==> src/rtl/sprite_pkg.sv <==
// Shared types and constants for the sprite blitter.
// Included by sprite_clip and sprite_blitter via import sprite_pkg::*.
package sprite_pkg;

  localparam int SPRITE_DIM    = 16;
  localparam int SPRITE_TEXELS = 256;
  localparam int ROM_AW        = 9;
  localparam int PIX_W         = 4;
  localparam int COORD_W       = 10;
  localparam int IDX_W         = 8;

  localparam logic [IDX_W-1:0] LAST_IDX = IDX_W'(SPRITE_TEXELS - 1);

  typedef enum logic [1:0] {
    IDLE  = 2'd0,
    PRIME = 2'd1,
    RUN   = 2'd2,
    DONE  = 2'd3
  } blit_state_t;

  // Request captured when a start is accepted.
  typedef struct packed {
    logic [ROM_AW-1:0]  base;
    logic [COORD_W-1:0] pos_x;
    logic [COORD_W-1:0] pos_y;
    logic               hflip;
  } blit_req_t;

  // Screen column offset of a texel; mirrored inside the sprite when flipped.
  function automatic logic [3:0] texel_col(input logic [3:0] col, input logic hflip);
    return hflip ? (4'(SPRITE_DIM - 1) - col) : col;
  endfunction

endpackage

==> src/rtl/sprite_clip.sv <==
// Per-texel write qualifier: a texel is written only while running, when it is
// not the transparent index and when it lands inside the visible screen area.
module sprite_clip
  import sprite_pkg::*;
#(
  parameter int unsigned      SCREEN_W        = 640,
  parameter int unsigned      SCREEN_H        = 480,
  parameter logic [PIX_W-1:0] TRANSPARENT_IDX = 4'h0
) (
  input  logic               run_i,
  input  logic [PIX_W-1:0]   texel_i,
  input  logic [COORD_W-1:0] x_i,
  input  logic [COORD_W-1:0] y_i,
  output logic               write_o
);

  // One extra bit so a limit of 1024 (everything visible) is still representable.
  localparam logic [COORD_W:0] X_LIM = (COORD_W+1)'(SCREEN_W);
  localparam logic [COORD_W:0] Y_LIM = (COORD_W+1)'(SCREEN_H);

  logic opaque;
  logic on_screen;

  // Combine transparency and screen-bounds tests into the write qualifier.
  always_comb begin
    opaque    = (texel_i != TRANSPARENT_IDX);
    on_screen = ({1'b0, x_i} < X_LIM) && ({1'b0, y_i} < Y_LIM);
    write_o   = run_i && opaque && on_screen;
  end

endmodule

==> src/rtl/sprite_blitter.sv <==
// Sprite blitter: walks the 256 texels of a 16x16 sprite in the ROM (registered,
// one-cycle read) and issues framebuffer writes at (pos_x+col, pos_y+row),
// skipping transparent and off-screen texels, with fb_ready back-pressure.
// Optional feature: define SPRITE_HFLIP_EN to add the hflip input (mirror columns).
module sprite_blitter
  import sprite_pkg::*;
#(
  parameter int unsigned      SCREEN_W        = 640,
  parameter int unsigned      SCREEN_H        = 480,
  parameter logic [PIX_W-1:0] TRANSPARENT_IDX = 4'h0
) (
  input  logic               Clk,
  input  logic               Reset,
  input  logic               start,
  input  logic [ROM_AW-1:0]  sprite_base,
  input  logic [COORD_W-1:0] pos_x,
  input  logic [COORD_W-1:0] pos_y,
`ifdef SPRITE_HFLIP_EN
  input  logic               hflip,
`endif
  output logic               busy,
  output logic               done,
  output logic [ROM_AW-1:0]  rom_addr,
  input  logic [PIX_W-1:0]   rom_data,
  output logic               fb_we,
  output logic [COORD_W-1:0] fb_x,
  output logic [COORD_W-1:0] fb_y,
  output logic [PIX_W-1:0]   fb_data,
  input  logic               fb_ready
);

  blit_state_t        state_q, state_d;
  blit_req_t          req_q, req_d;
  logic [IDX_W:0]     cnt_q, cnt_d;     // issue counter: next texel to fetch
  logic [IDX_W-1:0]   pix_q, pix_d;     // texel currently presented by the ROM

  logic               start_hflip;
  logic               running;
  logic               write;
  logic               retire;
  logic [3:0]         col;
  logic [3:0]         row;
  logic [COORD_W-1:0] tex_x;
  logic [COORD_W-1:0] tex_y;

`ifdef SPRITE_HFLIP_EN
  assign start_hflip = hflip;
`else
  assign start_hflip = 1'b0;
`endif

  // Screen coordinates of the presented texel; 10-bit wrap is intentional.
  always_comb begin
    running = (state_q == RUN);
    col     = texel_col(pix_q[3:0], req_q.hflip);
    row     = pix_q[7:4];
    tex_x   = req_q.pos_x + COORD_W'(col);
    tex_y   = req_q.pos_y + COORD_W'(row);
  end

  sprite_clip #(
    .SCREEN_W        (SCREEN_W),
    .SCREEN_H        (SCREEN_H),
    .TRANSPARENT_IDX (TRANSPARENT_IDX)
  ) u_clip (
    .run_i   (running),
    .texel_i (rom_data),
    .x_i     (tex_x),
    .y_i     (tex_y),
    .write_o (write)
  );

  // A texel retires when it needs no write or the framebuffer takes the write.
  assign retire = !write || fb_ready;

  // State register: FSM state, latched request and the two texel counters.
  // NOTE: the request and counters are reset too, not just the state, because
  // fb_x/fb_y are derived from them and must read 0 out of reset.
  always_ff @(posedge Clk or posedge Reset) begin
    if (Reset) begin
      state_q <= IDLE;
      req_q   <= '0;
      cnt_q   <= '0;
      pix_q   <= '0;
    end else begin
      // NOTE: non-blocking assignments so every register samples pre-edge values.
      state_q <= state_d;
      req_q   <= req_d;
      cnt_q   <= cnt_d;
      pix_q   <= pix_d;
    end
  end

  // Next-state logic: accept start, prime the ROM pipeline, walk the texels.
  always_comb begin
    // NOTE: hold-by-default assignments up front keep this block latch-free.
    state_d = state_q;
    req_d   = req_q;
    cnt_d   = cnt_q;
    pix_d   = pix_q;
    case (state_q)
      IDLE: begin
        if (start) begin
          req_d   = '{base: sprite_base, pos_x: pos_x, pos_y: pos_y, hflip: start_hflip};
          cnt_d   = '0;
          state_d = PRIME;
        end
      end
      PRIME: begin
        pix_d   = cnt_q[IDX_W-1:0];
        cnt_d   = cnt_q + (IDX_W+1)'(1);
        state_d = RUN;
      end
      RUN: begin
        if (retire) begin
          pix_d = cnt_q[IDX_W-1:0];
          cnt_d = cnt_q + (IDX_W+1)'(1);
          if (pix_q == LAST_IDX) state_d = DONE;
        end
      end
      DONE:    state_d = IDLE;
      default: state_d = IDLE;
    endcase
  end

  // Outputs: status, ROM address and the framebuffer write port.
  always_comb begin
    busy     = (state_q == PRIME) || (state_q == RUN);
    done     = (state_q == DONE);
    fb_we    = write;
    fb_x     = tex_x;
    fb_y     = tex_y;
    fb_data  = running ? rom_data : '0;
    rom_addr = '0;
    case (state_q)
      PRIME: rom_addr = req_q.base + ROM_AW'(cnt_q[IDX_W-1:0]);
      RUN: begin
        // On a stall the stalled texel's address is re-issued, so the
        // registered ROM keeps presenting it on the next cycle.
        if (retire) rom_addr = req_q.base + ROM_AW'(cnt_q[IDX_W-1:0]);
        else        rom_addr = req_q.base + ROM_AW'(pix_q);
      end
      default: rom_addr = '0;
    endcase
  end

endmodule

==> config.mk <==
export PLATFORM = sky130hd
export DESIGN_NAME = sprite_blitter
export DESIGN_NICKNAME = d
export VERILOG_FILES = /design/src/rtl/sprite_pkg.sv /design/src/rtl/sprite_clip.sv /design/src/rtl/sprite_blitter.sv
export SDC_FILE = /design/constraint.sdc
export NUM_CORES = 1
export LEC_CHECK = 0
export ABC_AREA = 1
export BUFFER_PORTS_ARGS = -buffer_cell sky130_fd_sc_hd__clkbuf_2
export CAP_MARGIN = 25
export CORE_ASPECT_RATIO = 1.1
export CORE_MARGIN = 5
export CORE_UTILIZATION = 40
export CTS_BUF_LIST = sky130_fd_sc_hd__clkbuf_4
export DETAILED_ROUTE_END_ITERATION = 8
export GPL_TIMING_DRIVEN = 0
export PLACE_DENSITY_LB_ADDON = 0.15
export SLEW_MARGIN = 30
export SYNTH_ARGS = -nofsm -noshare
export SYNTH_HDL_FRONTEND = slang
export SYNTH_SLANG_ARGS = --single-unit
==> constraint.sdc <==
create_clock -name Clk -period 6.85 [get_ports Clk]
set_input_delay 1.7125 -clock Clk [delete_from_list [all_inputs] [get_ports Clk]]
set_output_delay 1.7125 -clock Clk [all_outputs]
set_load 0.01 [all_outputs]
* Word-level counts from Yosys, hierarchy flattened
Cells that the tools add are included.
Widths: inputs -> output; s select.
** Operators by class
- Order comparisons :: 2
- Mux-type cells :: 12
- $add $sub $neg :: 5
- Equality and inequality tests :: 7
- Reduce and logical (&&, ||, !) cells :: 14
** Operators with widths (number)
- $mux 9 :: 3
- $pmux 9 s3 :: 1
- $add 10x4->10 :: 2
- $add 9x8->9 :: 2
- $pmux 9 s2 :: 1
- $pmux 8 s2 :: 1
- $lt 10x10->1 const B :: 1
- $lt 10x9->1 const B :: 1
- $add 9x1->9 const B :: 1
- $eq 8x8->1 const B :: 1
- $mux 8 :: 1
- $pmux 2 s4 :: 1
- $mux 2 :: 3
- $reduce_and 3->1 :: 2
- $eq 2x2->1 const B :: 2
- $mux 4 :: 1
- $ne 2x1->1 const B :: 2
- $reduce_and 2->1 :: 2
- $reduce_bool 4->1 :: 1
- $logic_and 1x1->1 :: 3
- $reduce_bool 3->1 :: 1
- $eq 2x1->1 const B :: 1
- $logic_not 2->1 :: 1
- $logic_or 1x1->1 :: 2
- other kinds (3) :: 3
** Storage, ports and cells
- Register bits :: 48

* Logic depth before layout (Yosys ltp)
- Word-level depth :: 8
- Gate-level depth with buffers :: 17
- Mapped depth without buffers :: 16

* Cells and area by module
From an unflattened synthesis, not the netlist that was laid out.
** Second synthesis, totals
- Cells, all modules :: 455
- Area, all modules :: 3520.9 um^2
** By module, submodules not included
- sprite_blitter :: area each 3464.6 um^2, cells an instance 441, instances 1
- sprite_clip :: area each 56.3 um^2, cells an instance 14, instances 1

* Least setup slack after synthesis
No wires, ideal clock.
- Kind :: input -> output
- Start point :: input port rom_data[0]
- End point :: output port rom_addr[6]
- Arrival :: 2.798 ns
- Stages on the path :: 9
- Setup slack :: 2.339 ns
- Path buffers :: 1
- Cell sequence :: nand2_1 nand4_1 nand3_2 a21oi_4 nand3_4 buf_6 nand2_1 nand2_1 a21oi_1
** On the way
- Word-level cells in the longest chain between the ends :: 7
** RTL lines
- start, declared :: line sprite_blitter.sv:24 : input logic [PIX_W-1:0] rom_data,
- $reduce_bool 4->1 :: line sprite_clip.sv:26 : opaque = (texel_i != TRANSPARENT_IDX);
- $logic_and 1x1->1 (2 in a row) :: line sprite_clip.sv:28 : write_o = run_i && opaque && on_screen;
- $logic_not 1->1 :: line sprite_blitter.sv:74 : assign retire = !write || fb_ready;
- $logic_or 1x1->1 :: line sprite_blitter.sv:74
- $mux 9 :: line sprite_blitter.sv:140 : if (retire) rom_addr = req_q.base + ROM_AW'(cnt_q[IDX_W-1:0]);
- $pmux 9 s2 :: line sprite_blitter.sv:135 : case (state_q)
- end, declared :: line sprite_blitter.sv:23 : output logic [ROM_AW-1:0] rom_addr,
Every way passes these cells.

* Worst setup path after layout
- Start point :: register pix_q[0]
- End point :: output port rom_addr[5]
** On the way
- Word-level cells in the longest chain between the ends :: 8
- Elaborated cells on any way between the ends :: 9
** RTL lines
- start, declared :: line sprite_blitter.sv:35 : logic [IDX_W-1:0] pix_q, pix_d;
- start signal, assigned :: line sprite_blitter.sv:90 : pix_q <= pix_d;
- $add 10x4->10 :: line sprite_blitter.sv:57 : tex_x = req_q.pos_x + COORD_W'(col);
- $lt 10x10->1 :: line sprite_clip.sv:27 : on_screen = ({1'b0, x_i} < X_LIM) && ({1'b0, y_i} < Y_LIM);
- $logic_and 1x1->1 :: line sprite_clip.sv:27
- $logic_and 1x1->1 :: line sprite_clip.sv:28
- $logic_not 1->1 :: line sprite_blitter.sv:74
- $logic_or 1x1->1 :: line sprite_blitter.sv:74
- $mux 9 (*) :: line sprite_blitter.sv:140
- $pmux 9 s2 (*) :: line sprite_blitter.sv:135
Every way passes the cells marked *; elsewhere a longest branch is shown, timed or not.

==> results.yml <==
run_status:
  outcome: "finished clean"
critical_path:
  reg2reg_from: "pix_q[0]"
  startpoint: "pix_q[0]"
  worstPathArrival_ns: 3.20
  reg2reg_to: "pix_q[0]"
  critPathSlowestCell: "dfrtp_1"
  end_kind: "output port"
  start_kind: "flip-flop"
  reg2reg_slack_ns: 4.10
  critical-path-max-stage-delay_ns: 0.44
  path_max_fanout: 10
  reg2regPathDepth: 14
  criticalPathCategory: "flip-flop to output port"
  crit_chain: "ha_1 -> fa_1 -> nand3_1 -> nand3_1 -> nand2_1 -> nand2_1 -> nand2_1 -> nand3_1 -> a21oi_4 -> nand3_4 -> buf_6 -> nand2_2 -> nand3_2 -> a21oi_2 -> clkbuf_2"
  required_ns: 5.14
  crit_end: "rom_addr[5]"
timing:
  hold_viol: 0
  slew_viol_final: 0
  holdWs_ns: 0.536
  finalCritPeriodShare_pct: 71.7
  final.setup.tns_ns: 0
  slew_headroom_pct: 52.0
  final.setup.worst_slack_ns: 1.94
  max_freq_mhz: 204
  rsz0062_at_grt: "no"
  period_needed_ns: 4.91
  tightestPinTransition_ns: 0.721
  fin_skew_ns: 0.0210
  finalSetupViolCount: 0
flow_run:
  cap_violations: 0
cts:
  path_clk_slew_ns: 0.15
  hold_buffers: 0
  cts_buffers: 5
  insertion_delay_ns: 0.38
  cts_buffer_depth: 2
  h-tree-depth: 2
  cts-root-buf: "clkbuf_4"
  cts_resized: 0
  cts_tree: "done"
  cts_setup_buffers: 0
  clkSinkCount: 47
power:
  powerDensity_mw_per_mm2: 434
  p_total_mw: 1.89
  ir_drop_v: 0.000173
  power.leakage_nw: 2.32
yosys:
  syn_inst: 479
  synth_largest_area_cell: "dfrtp_1"
  synth.distinct_cells: 36
  syn_area_per_cell_um2: 7.88
  yosys.area.top_type_share_pct: 31.2
  synth.area.top_cells: "dfrtp_1 (31%), nand2_1 (11%), ha_1 (9.9%), inv_1 (6.1%), mux2_2 (5.7%)"
  yosys_warnings: 0
  syn_area_mm2: 0.00377
  ys_ff_latch: 47
  syn_nets: 550
  yosysSeqAreaShare_pct: 31.2
floorplanning:
  die_h_um: 112
  rows: 37
  coreArea_mm2: 0.00931
  ios: 73
  design.die.area_mm2: 0.0115
  initial_core_util_pct: 40.6
  die-width_um: 103
min_path:
  hp-class: "flip-flop to flip-flop"
routing:
  avgViaCountPerCell: 4.93
  wl_um: 9360
  dr.pass1.iters: 4
  drc_errors: 0
  drt_iter0_drc: 115
  detail-route-antenna-nets: 0
  vias: 3330
  wl_per_cell_um: 13.9
placed_design:
  place_congestion: 0.891
  dp.cells: 669
  port-buffer-count: 72
  place_hpwl_um: 7600
  dp_slack_ns: 1.93
grt:
  grt_first_pass_wirelength_um: 15600
  first_global_vias: 3362
  antenna_found_initial: 0
  grt_start_max_net_pins: 28
  grt_use_total_pct: 16.8
  grt-ovfl-total: 0
finish:
  diodes: 0
  syn_to_final_growth_pct: 15.2
  num-fill-cells: 934
  multi_input_area_mm2: 0.00229
  final_cells: 676
  nets: 630
  layout-drive-gt1-share_pct: 26.8
  seq_area_mm2: 0.00118
power breakdown:
group	internal [mW]	switching, mW
Combinational	0.498	0.761
Sequential	0.386	0.112
Clock	0.0367	0.0951
cells by family after synthesis:
logic type | share of synthesized area (%)
AOI/OAI and AO/OA | 9.21
xor gates and xnor gates | 5.57
adders and majority gates | 12.1
buffers and inverters | 8.15
DFF | 31.2
muxes | 5.67
and+or+nand+nor | 28.2
worst min path at each step:
stage,startpoint,depth (start not counted),slack [ns],to
after floorplan,req_q[11],1,0.49,req_q[11]
after global placement,req_q[13],1,0.50,req_q[13]
after detailed placement,req_q[11],1,0.51,req_q[11]
after CTS,req_q[11],1,0.54,req_q[11]
after global routing,req_q[14],1,0.55,req_q[14]
final,req_q[11],1,0.54,req_q[11]
cells in the final DEF (no fill, tap or decap), types with 2 or more instances in the layout:
master / synthesis / layout
a21oi_1: 30 / 30
a21oi_2: 6 / 6
a31oi_1: 3 / 3
buf_2: 3 / 3
buf_6: 2 / 2
clkbuf_1: 5 / 5
clkbuf_2: 0 / 72
clkbuf_4: 0 / 5
clkinv_1: 1 / 2
dfrtp_1: 47 / 47
fa_1: 4 / 4
ha_1: 30 / 30
inv_1: 61 / 60
inv_2: 3 / 3
mux2_2: 19 / 19
nand2_1: 108 / 108
nand2_2: 11 / 11
nand3_1: 29 / 29
nand3_2: 10 / 10
nand3_4: 2 / 2
nand4_1: 16 / 16
nor2_1: 30 / 30
nor3_1: 5 / 5
o21ai_0: 11 / 11
o21ai_2: 3 / 3
or2_2: 6 / 6
xnor2_1: 6 / 6
xor2_1: 18 / 18
layout make-up:
cell class / count / share of cell area [%]
repair buffers: 73 / 8.74
clock inverters: 2 / 0.201
inverters: 65 / 5.67
plain buffers: 11 / 1.47
flip-flops and latches: 47 / 27.0
multi-input cells: 356 / 52.7
well taps: 117 / 3.36
clock buffers: 5 / 0.863
critical path, delay by kind of cell, from the launching register on:
| family | cells | cell delay, ns |
|---|---|---|
| compound gates | 2 | 0.46 |
| fa+ha+maj | 2 | 0.67 |
| buf+inv | 2 | 0.36 |
| flops | 1 | 0.44 |
| simple gates | 9 | 0.90 |
through the flow:
| stage | utilization [%] | area [um2] |
|---|---|---|
| finish | 46.8 | 4350 |
| floorplan | - | 3770 |
| global route | 46.8 | 4350 |
| CTS | 46.8 | 4350 |
| global placement | 46.0 | 4280 |
| detailed placement | 46.3 | 4300 |
state kept, by name (all words and copies together) (netlist names):
register / count
pix_q: 8
req_q: 29
state_q: 2
cnt_q: 8
synthesized netlist by cell type:
library cell	number
a21oi_1	30
a21oi_2	6
a21oi_4	1
a31oi_1	3
buf_2	3
buf_4	1
buf_6	2
clkbuf_1	5
clkinv_1	1
dfrtp_1	47
fa_1	4
ha_1	30
inv_1	61
inv_2	3
mux2_2	19
nand2_1	108
nand2_2	11
nand2_4	1
nand3_1	29
nand3_2	10
nand3_4	2
nand4_1	16
nor2_1	30
nor2_2	1
nor3_1	5
nor3_2	1
nor4_1	1
o211ai_1	1
o21ai_0	11
o21ai_1	1
o21ai_2	3
o21bai_1	1
o31a_1	1
or2_2	6
xnor2_1	6
xor2_1	18
per-layer routing:
metal | track usage (%) | wire [um] | vias to the layer above
li1 | - | - | 1722
met1 | 21.8 | 4260 | 1539
met2 | 28.6 | 4490 | 60
met3 | 2.82 | 467 | 9
met4 | 4.46 | 138 | 0
met5 | 0 | 0 | -
(Power assumes the default switching activity.)
